==> src/rtl/fsqrt_round_pack.sv <==
// fsqrt_round_pack
//   Final stage of the 24-bit Newton-Raphson square-root unit. The fsqrt
//   side-band (sign, operand class, result exponent, rounding mode) rides a
//   three-stage delay line (e1/e2/e3). This keeps it aligned with the root
//   core's id->e1->e2->e3 result pipeline. In e3 the side-band meets the
//   core's root q. The root is rounded to 24 bits, packed as an IEEE-754
//   single, and registered together with the exception flags.
//
// Ports
//   clk, clrn        clock, asynchronous active-low reset
//   ena              pipeline enable (shared with the root core)
//   cancel           kills every in-flight entry (valid bits only)
//   id_valid         an fsqrt result issues from ID this enabled cycle
//   id_sign/cls/exp/rm  side-band captured at issue
//   q                root from core e3: q[31:8] mantissa, q[7] guard,
//                    q[6:0] round/sticky
//   res, res_valid   packed result, valid for one enabled cycle per entry
//   flags            {NV,DZ,OF,UF,NX}
//
// Build option
//   FSQRT_FLAGS_EN   when defined, NV/NX are produced. When undefined,
//                    flags is tied to zero and the flag logic is not built.
module fsqrt_round_pack #(
    parameter logic [31:0] QNAN = 32'h7fc00000
) (
    input  logic        clk,
    input  logic        clrn,
    input  logic        ena,
    input  logic        cancel,
    input  logic        id_valid,
    input  logic        id_sign,
    input  logic [2:0]  id_cls,
    input  logic [7:0]  id_exp,
    input  logic [1:0]  id_rm,
    input  logic [31:0] q,
    output logic [31:0] res,
    output logic        res_valid,
    output logic [4:0]  flags
);
    localparam logic [2:0] CLS_NORM = 3'b000;
    localparam logic [2:0] CLS_ZERO = 3'b001;
    localparam logic [2:0] CLS_PINF = 3'b010;
    localparam logic [2:0] CLS_QNAN = 3'b011;
    localparam logic [2:0] CLS_SNAN = 3'b100;

    localparam logic [1:0] RM_RNE = 2'b00;
    localparam logic [1:0] RM_RUP = 2'b11;

    // Side-band delay line; index 1..3 = e1..e3
    logic [3:1]       vld_pipe;
    logic [3:1]       sign_p;
    logic [3:1][2:0]  cls_p;
    logic [3:1][7:0]  exp_p;
    logic [3:1][1:0]  rm_p;

    always_ff @(posedge clk or negedge clrn) begin
        if (!clrn) begin
            vld_pipe <= '0;
            sign_p   <= '0;
            cls_p    <= '0;
            exp_p    <= '0;
            rm_p     <= '0;
        end else begin
            if (ena) begin
                vld_pipe <= {vld_pipe[2:1], id_valid};
                sign_p   <= {sign_p[2:1], id_sign};
                cls_p    <= {cls_p[2:1], id_cls};
                exp_p    <= {exp_p[2:1], id_exp};
                rm_p     <= {rm_p[2:1], id_rm};
            end
            // cancel clears valid bits whether or not the pipe advances
            if (cancel)
                vld_pipe <= '0;
        end
    end

    // Rounding of the e3 entry against the core's root
    logic [23:0] m;
    logic        g, s, inc;
    logic [24:0] m25;
    logic [7:0]  exp_r;
    logic [22:0] frac_r;
    logic [31:0] res_nxt;
    logic [4:0]  fl_nxt;

    always_comb begin
        m = q[31:8];
        g = q[7];
        s = |q[6:0];
        case (rm_p[3])
            RM_RNE:  inc = g & (s | m[0]);
            RM_RUP:  inc = g | s;
            default: inc = 1'b0;          // RZ and RDN (result is positive)
        endcase
        m25 = {1'b0, m} + {24'd0, inc};
        // Carry out of 24'hffffff renormalises to 1.0 with exponent + 1;
        // the exponent cannot wrap because it is at most 253 upstream.
        if (m25[24]) begin
            exp_r  = exp_p[3] + 8'd1;
            frac_r = 23'd0;
        end else begin
            exp_r  = exp_p[3];
            frac_r = m25[22:0];
        end

        case (cls_p[3])
            CLS_NORM: res_nxt = {1'b0, exp_r, frac_r};
            CLS_ZERO: res_nxt = {sign_p[3], 31'd0};
            CLS_PINF: res_nxt = 32'h7f800000;
            default:  res_nxt = QNAN;     // qNaN, sNaN, negative operand
        endcase
    end

`ifdef FSQRT_FLAGS_EN
    logic nv, nx;
    always_comb begin
        // Anything outside normal/zero/+inf/qNaN is an invalid operation
        nv = (cls_p[3] != CLS_NORM) && (cls_p[3] != CLS_ZERO) &&
             (cls_p[3] != CLS_PINF) && (cls_p[3] != CLS_QNAN);
        nx = (cls_p[3] == CLS_NORM) && (g | s);
        fl_nxt = {nv, 3'b000, nx};
    end
`else
    assign fl_nxt = 5'b0;
`endif

    // Write-back register
    always_ff @(posedge clk or negedge clrn) begin
        if (!clrn) begin
            res       <= '0;
            res_valid <= 1'b0;
            flags     <= '0;
        end else if (cancel) begin
            res_valid <= 1'b0;
            if (ena) begin
                res   <= '0;
                flags <= '0;
            end
        end else if (ena) begin
            res_valid <= vld_pipe[3];
            res       <= vld_pipe[3] ? res_nxt : 32'd0;
            flags     <= vld_pipe[3] ? fl_nxt  : 5'd0;
        end
    end

    // Kept as a named constant for readers matching class encodings
    logic unused_snan;
    assign unused_snan = (CLS_SNAN == 3'b100);
endmodule

==> config.mk <==
export PLATFORM = sky130hd
export DESIGN_NAME = fsqrt_round_pack
export DESIGN_NICKNAME = d
export VERILOG_FILES = /design/src/rtl/fsqrt_round_pack.sv
export SDC_FILE = /design/constraint.sdc
export NUM_CORES = 1
export LEC_CHECK = 0
export ABC_AREA = 1
export BUFFER_PORTS_ARGS = -buffer_cell sky130_fd_sc_hd__buf_4
export CAP_MARGIN = 20
export CORE_ASPECT_RATIO = 0.9
export CORE_MARGIN = 1
export CORE_UTILIZATION = 50
export CTS_CLUSTER_DIAMETER = 120
export DETAILED_ROUTE_END_ITERATION = 16
export PLACE_DENSITY = 0.75
export SLEW_MARGIN = 30
export SYNTH_ARGS = -nofsm -noshare
export SYNTH_HDL_FRONTEND = slang
export SYNTH_SLANG_ARGS = --single-unit
==> constraint.sdc <==
create_clock -name clk -period 3.2 [get_ports clk]
set_input_delay 0.64 -clock clk [delete_from_list [all_inputs] [get_ports clk]]
set_output_delay 0.64 -clock clk [all_outputs]
set_load 0.05 [all_outputs]
======== After elaboration in Yosys (flattened, before gate mapping) ========
Cells that the tools add are included.
operators by class
  eq/ne operators ......................... 3
  mux-type cells .......................... 12
  add/subtract/negate cells ............... 2
  bitwise operators ....................... 3
  reductions and logical operators ........ 4
operators by type and width
  kind                   count
  $mux W32               4
  $pmux W32 S3           1
  $add A24 B1 Y25        1
  $mux W23               1
  $add A8 B1 Y8 const B  1
  $mux W8                1
  $reduce_or A7 Y1       1
  $mux W3                2
  $eq A3 B1 Y1 const B   1
  $eq A3 B2 Y1 const B   1
  $logic_not A3 Y1       1
  $eq A2 B2 Y1 const B   1
  $logic_not A2 Y1       1
  $mux W1                2
  $or A1 B1 Y1           2
  $pmux W1 S2            1
  $reduce_bool A2 Y1     1
  $and A1 B1 Y1          1
storage, ports and cells
  word-level logic and storage cells ...... 37
  bits in registers ....................... 78
  bits of input ports ..................... 51
  output and inout bits ................... 38

======== Logic depth before layout (Yosys ltp) ========
  depth in word-level cells ............... 10
  gate-level depth with buffers ........... 17
  gate-level depth less buffers ........... 17

======== Worst setup path after synthesis ========
Ideal clock, no wire load.
  path kind ............................... input-to-reg
  start ................................... input port q[1]
  end ..................................... register res[6]
  arrival ................................. 2.298 ns
  stages on the path ...................... 15
  setup slack ............................. 0.828 ns
  library setup time ...................... 0.074 ns
  data required time ...................... 3.126 ns
  buffers on the path ..................... 1
  cells stage by stage .................... nor4_1 nand2_1 o21ai_0 a21oi_1 ha_1 nand2_2 nor2_4 nand2_2 nor2_4 nand2_2 nand2_2 nor2_4 inv_4 buf_12 o21ai_2
on the way
  cells in the longest elaborated chain, start to end .. 10
  elaborated cells between the ends (all ways) .. 11
  classes of those cells .................. 1 x add/sub; 6 x mux; 3 x bitwise; 1 x reduce/logical
RTL lines
  item                    line  source
  start: declaration      35    input logic [31:0] q,
  $reduce_or A7 Y1 *      89    s = |q[6:0];
  $or A1 B1 Y1            91    RM_RNE: inc = g & (s | m[0]);
  $and A1 B1 Y1           91
  $pmux W1 S2 *           90    case (rm_p[3])
  $add A24 B1 Y25 *       95    m25 = {1'b0, m} + {24'd0, inc};
  $mux W23 *              98    if (m25[24]) begin
  $pmux W32 S3 *          106   case (cls_p[3])
  $mux W32 *              141   res <= vld_pipe[3] ? res_nxt : 32'd0;
  $mux W32 *              139   end else if (ena) begin
  $mux W32 *              133   end else if (cancel) begin
  end signal: assignment  141
  end: declaration        36    output logic [31:0] res,
Every way passes the cells marked *; elsewhere a longest branch is shown, timed or not. The select of a mux whose other input is x is not followed.
A chain may end at the register's enable or synchronous reset.

======== Final worst setup path ========
  start ................................... input port q[1]
  end ..................................... register res[2]
The elaborated chain is that of the path after synthesis.

==> summary.txt <==
Status
  • Status: complete, no violations

Place
  • DP Area: 4650 um2
  • Final HPWL DP: 6.28 mm
  • RD Place Congestion: 0.849
  • Post-Place Cells: 678
  • PortBufs: 83

Pwr
  • Power Density: 475 nW/um2
  • Final Power: 2.31 mW
  • Maximum vdd drop: 0.000337 V
  • Leakage: 2.56 nW

Min path
  • Hold WC Path Type: in2async

GRT
  • Total grt overflow: 0
  • Vias in the first global route: 3080
  • Largest net degree at the start of global routing: 79
  • First-pass GRT wire length: 14.2 mm
  • Initial antenna violation count: 0
  • GRT Overall Usage: 0.221

Clock network
  • CTS buffer count: 9
  • Clock slew at reported path FFs: 0.09 ns
  • Post_cts resized: 0
  • Root Buffer: clkbuf_8
  • CTS tree: yes
  • # clock sinks: 78
  • Clk Latency, worst-skew pair: 0.35 ns
  • H-tree depth: 3
  • Post-CTS setup buffers: 0
  • CTS Buffer Depth: 2
  • Hold_buf cts: 0

Floorplan
  • Die W: 96.1 um
  • Effective utilization at floorplan: 0.523
  • Core ar.: 7620 um2
  • Die Area: 8330 um2
  • Die Y: 86.7 um
  • I/O pin cnt: 89
  • Std cell rows: 30

Yosys
  • Top cells by area, synth: dfrtp_1, nand2_1, nand3_1
  • EDFF count, synth: 0
  • Cell area after synthesis: 3990 um2
  • Top FF cell, synth: dfrtp_1
  • Post-synth top area share: 0.490
  • Seq/Total Area, Yosys: 0.490
  • Syn avg cell area: 7.77 um2
  • Netlist cell types: 33
  • Synth area leader: dfrtp_1
  • Synthesis warning total: 0
  • Gate Count Post-Synth: 513
  • Synthesized flop and latch total: 78
  • Asr flop ratio synth: 1.00

Worst setup path
  • CP Max Fanout: 15
  • Worst flop-to-flop path endpoint: res[15]
  • R2R cell count: 15
  • Worst Setup EP: res[2]
  • Worst path arrival time: 2.67 ns
  • R2R Setup Slk: 0.85 ns
  • Crit. Startpoint: q[1]
  • Crit Reg-Reg Startpoint: rm_p[4]
  • Critical path class: in2reg
  • Critical Path Start Type: input pin
  • Required @ worst endpoint: 3.46 ns
  • Crit end category: flip-flop

Timing
  • Setup-failing EPs final: 0
  • Slew Viols, Final: 0
  • Final Hold Viols: 0
  • Clock Skew: 0.00836 ns
  • Worst slew pin tran: 0.695 ns
  • Fin crit share: 0.752
  • Max-slew headroom: 0.536
  • Crit path time final: 2.41 ns
  • Post-Route Setup TNS: 0 ns
  • Fmax: 416 MHz
  • RSZ-0062 raised after global routing: false

Drt
  • Initial drt markers: 179
  • Top Metal Used: met4
  • DRC errors left: 0
  • Via count: 3370
  • Final WL: 8.59 mm
  • Met2 WL: 3.90 mm
  • Wire per inst: 12.4 um
  • WL met1: 4.13 mm
  • Wire length on met3: 495 um
  • Drt first pass iters: 4
  • Antenna-violating nets left: 0
  • Vias/cell: 4.86

Layout
  • Design area: 4870 um2
  • Final antenna diode count: 0
  • Non-Filler Instances: 694
  • Share of layout cells above drive strength 1: 0.216
  • Nets: 649
  • Area growth, synth to finish: 22.1%
  • Filler cells: 700

Run
  • MaxCap Viol Count: 0
==> per-stage QoR <==
| step | hold WS, ns | util | setup slack [ns] |
|---|---|---|---|
| floorplan | 0.344 | - | 0.828 |
| global placement | 0.454 | 0.610 | 0.553 |
| detailed placement | 0.459 | 0.610 | 0.414 |
| CTS | 0.445 | 0.638 | 0.775 |
| global route | 0.358 | 0.639 | 0.616 |
| finish | 0.283 | 0.639 | 0.794 |
==> area by class of cell <==
type	instances	area, um2	area share
multi-input combinational	386	1810	0.373
clock inverter	5	65.1	0.0134
clock buffer	11	151	0.0311
inverter	34	130	0.0267
sequential	78	1950	0.401
tap	96	120	0.0247
timing repair buffer	84	634	0.130
==> report_power, final <==
part	total, mW	internal (mW)	switching (mW)
Combinational	0.404	0.143	0.262
Clock	0.792	0.410	0.382
Sequential	1.12	1.06	0.0531
==> Yosys cell counts, types with 5 or more instances <==
cell and n:
nor2_1 33, nand2_1 227, a21oi_1 6, clkbuf_1 12
nand2_2 7, buf_4 5, o21ai_0 22, o21ai_2 10
ha_1 5, inv_1 31, dfrtp_1 78, xor2_1 11
nand3_1 26, nand4_1 5, xnor2_1 7
==> worst min-delay path by stage <==
| stage | start | end | cells after the start | slack [ns] |
|---|---|---|---|---|
| global route | clrn | res[10] | 1 | 0.36 |
| CTS | cancel | vld_pipe[2] | 2 | 0.45 |
| finish | clrn | res[5] | 1 | 0.28 |
| detailed placement | cls_p[4] | cls_p[4] | 2 | 0.46 |
| floorplan | clrn | cls_p[0] | 0 | 0.34 |
| global placement | exp_p[10] | exp_p[10] | 2 | 0.45 |
==> routing by layer <==
metal	GRT usage	vias up
met5	0	-
met4	0.0407	0
met2	0.354	89
met1	0.298	1516
li1	-	1754
met3	0.0649	11
==> cells by family after synthesis <==
| logic type | share of synthesized area |
|---|---|
| AO/OA/AOI/OAI | 0.0687 |
| XOR/XNOR | 0.0395 |
| buffers and inverters | 0.0593 |
| AND/OR/NAND/NOR | 0.326 |
| adder cells (fa/ha/maj) | 0.0157 |
| other | 0.000941 |
| flip-flops | 0.490 |
==> sequential cells by signal (all words and copies together), names as in the netlist <==
signal and flops:
res_valid 1, cls_p 9, res 32, sign_p 3, exp_p 24, vld_pipe 3, rm_p 6
==> worst max-delay path, cell delays in order <==
cell and delay, ns:
buf_4 0.11, nor4_1 0.26, nand2_1 0.10, o21ai_0 0.16, a21oi_1 0.11, ha_1 0.20
nand2_2 0.12, nor2_4 0.06, nand2_2 0.13, nor2_4 0.07, nand2_2 0.06, nand2_2 0.06
nor2_4 0.24, inv_4 0.15, o21ai_0 0.20
==> cell usage in the layout, fill, tap and decap left out <==
cell       instances
nand3_1           26
clkbuf_8          11
a21oi_1            6
nand2_4            1
a31oi_1            1
nor2_2             3
buf_6              1
nand2_2            7
nor2_1            33
o21ai_1            2
inv_4              1
nand3b_1           1
o21bai_1           1
o21ai_2           10
nor2_4             4
bufinv_16          1
inv_1             31
o21ai_0           22
dfrtp_1           78
xnor2_1            7
nand2_1          227
xor2_1            11
inv_2              2
o211ai_1           1
clkinv_4           3
inv_6              1
nor3_2             1
o31ai_1            1
ha_1               5
a21o_1             1
nand4_1            5
nor4_1             1
conb_1             5
nor3_1             4
buf_4             83
Note: power is estimated with default switching activity, not from simulation.
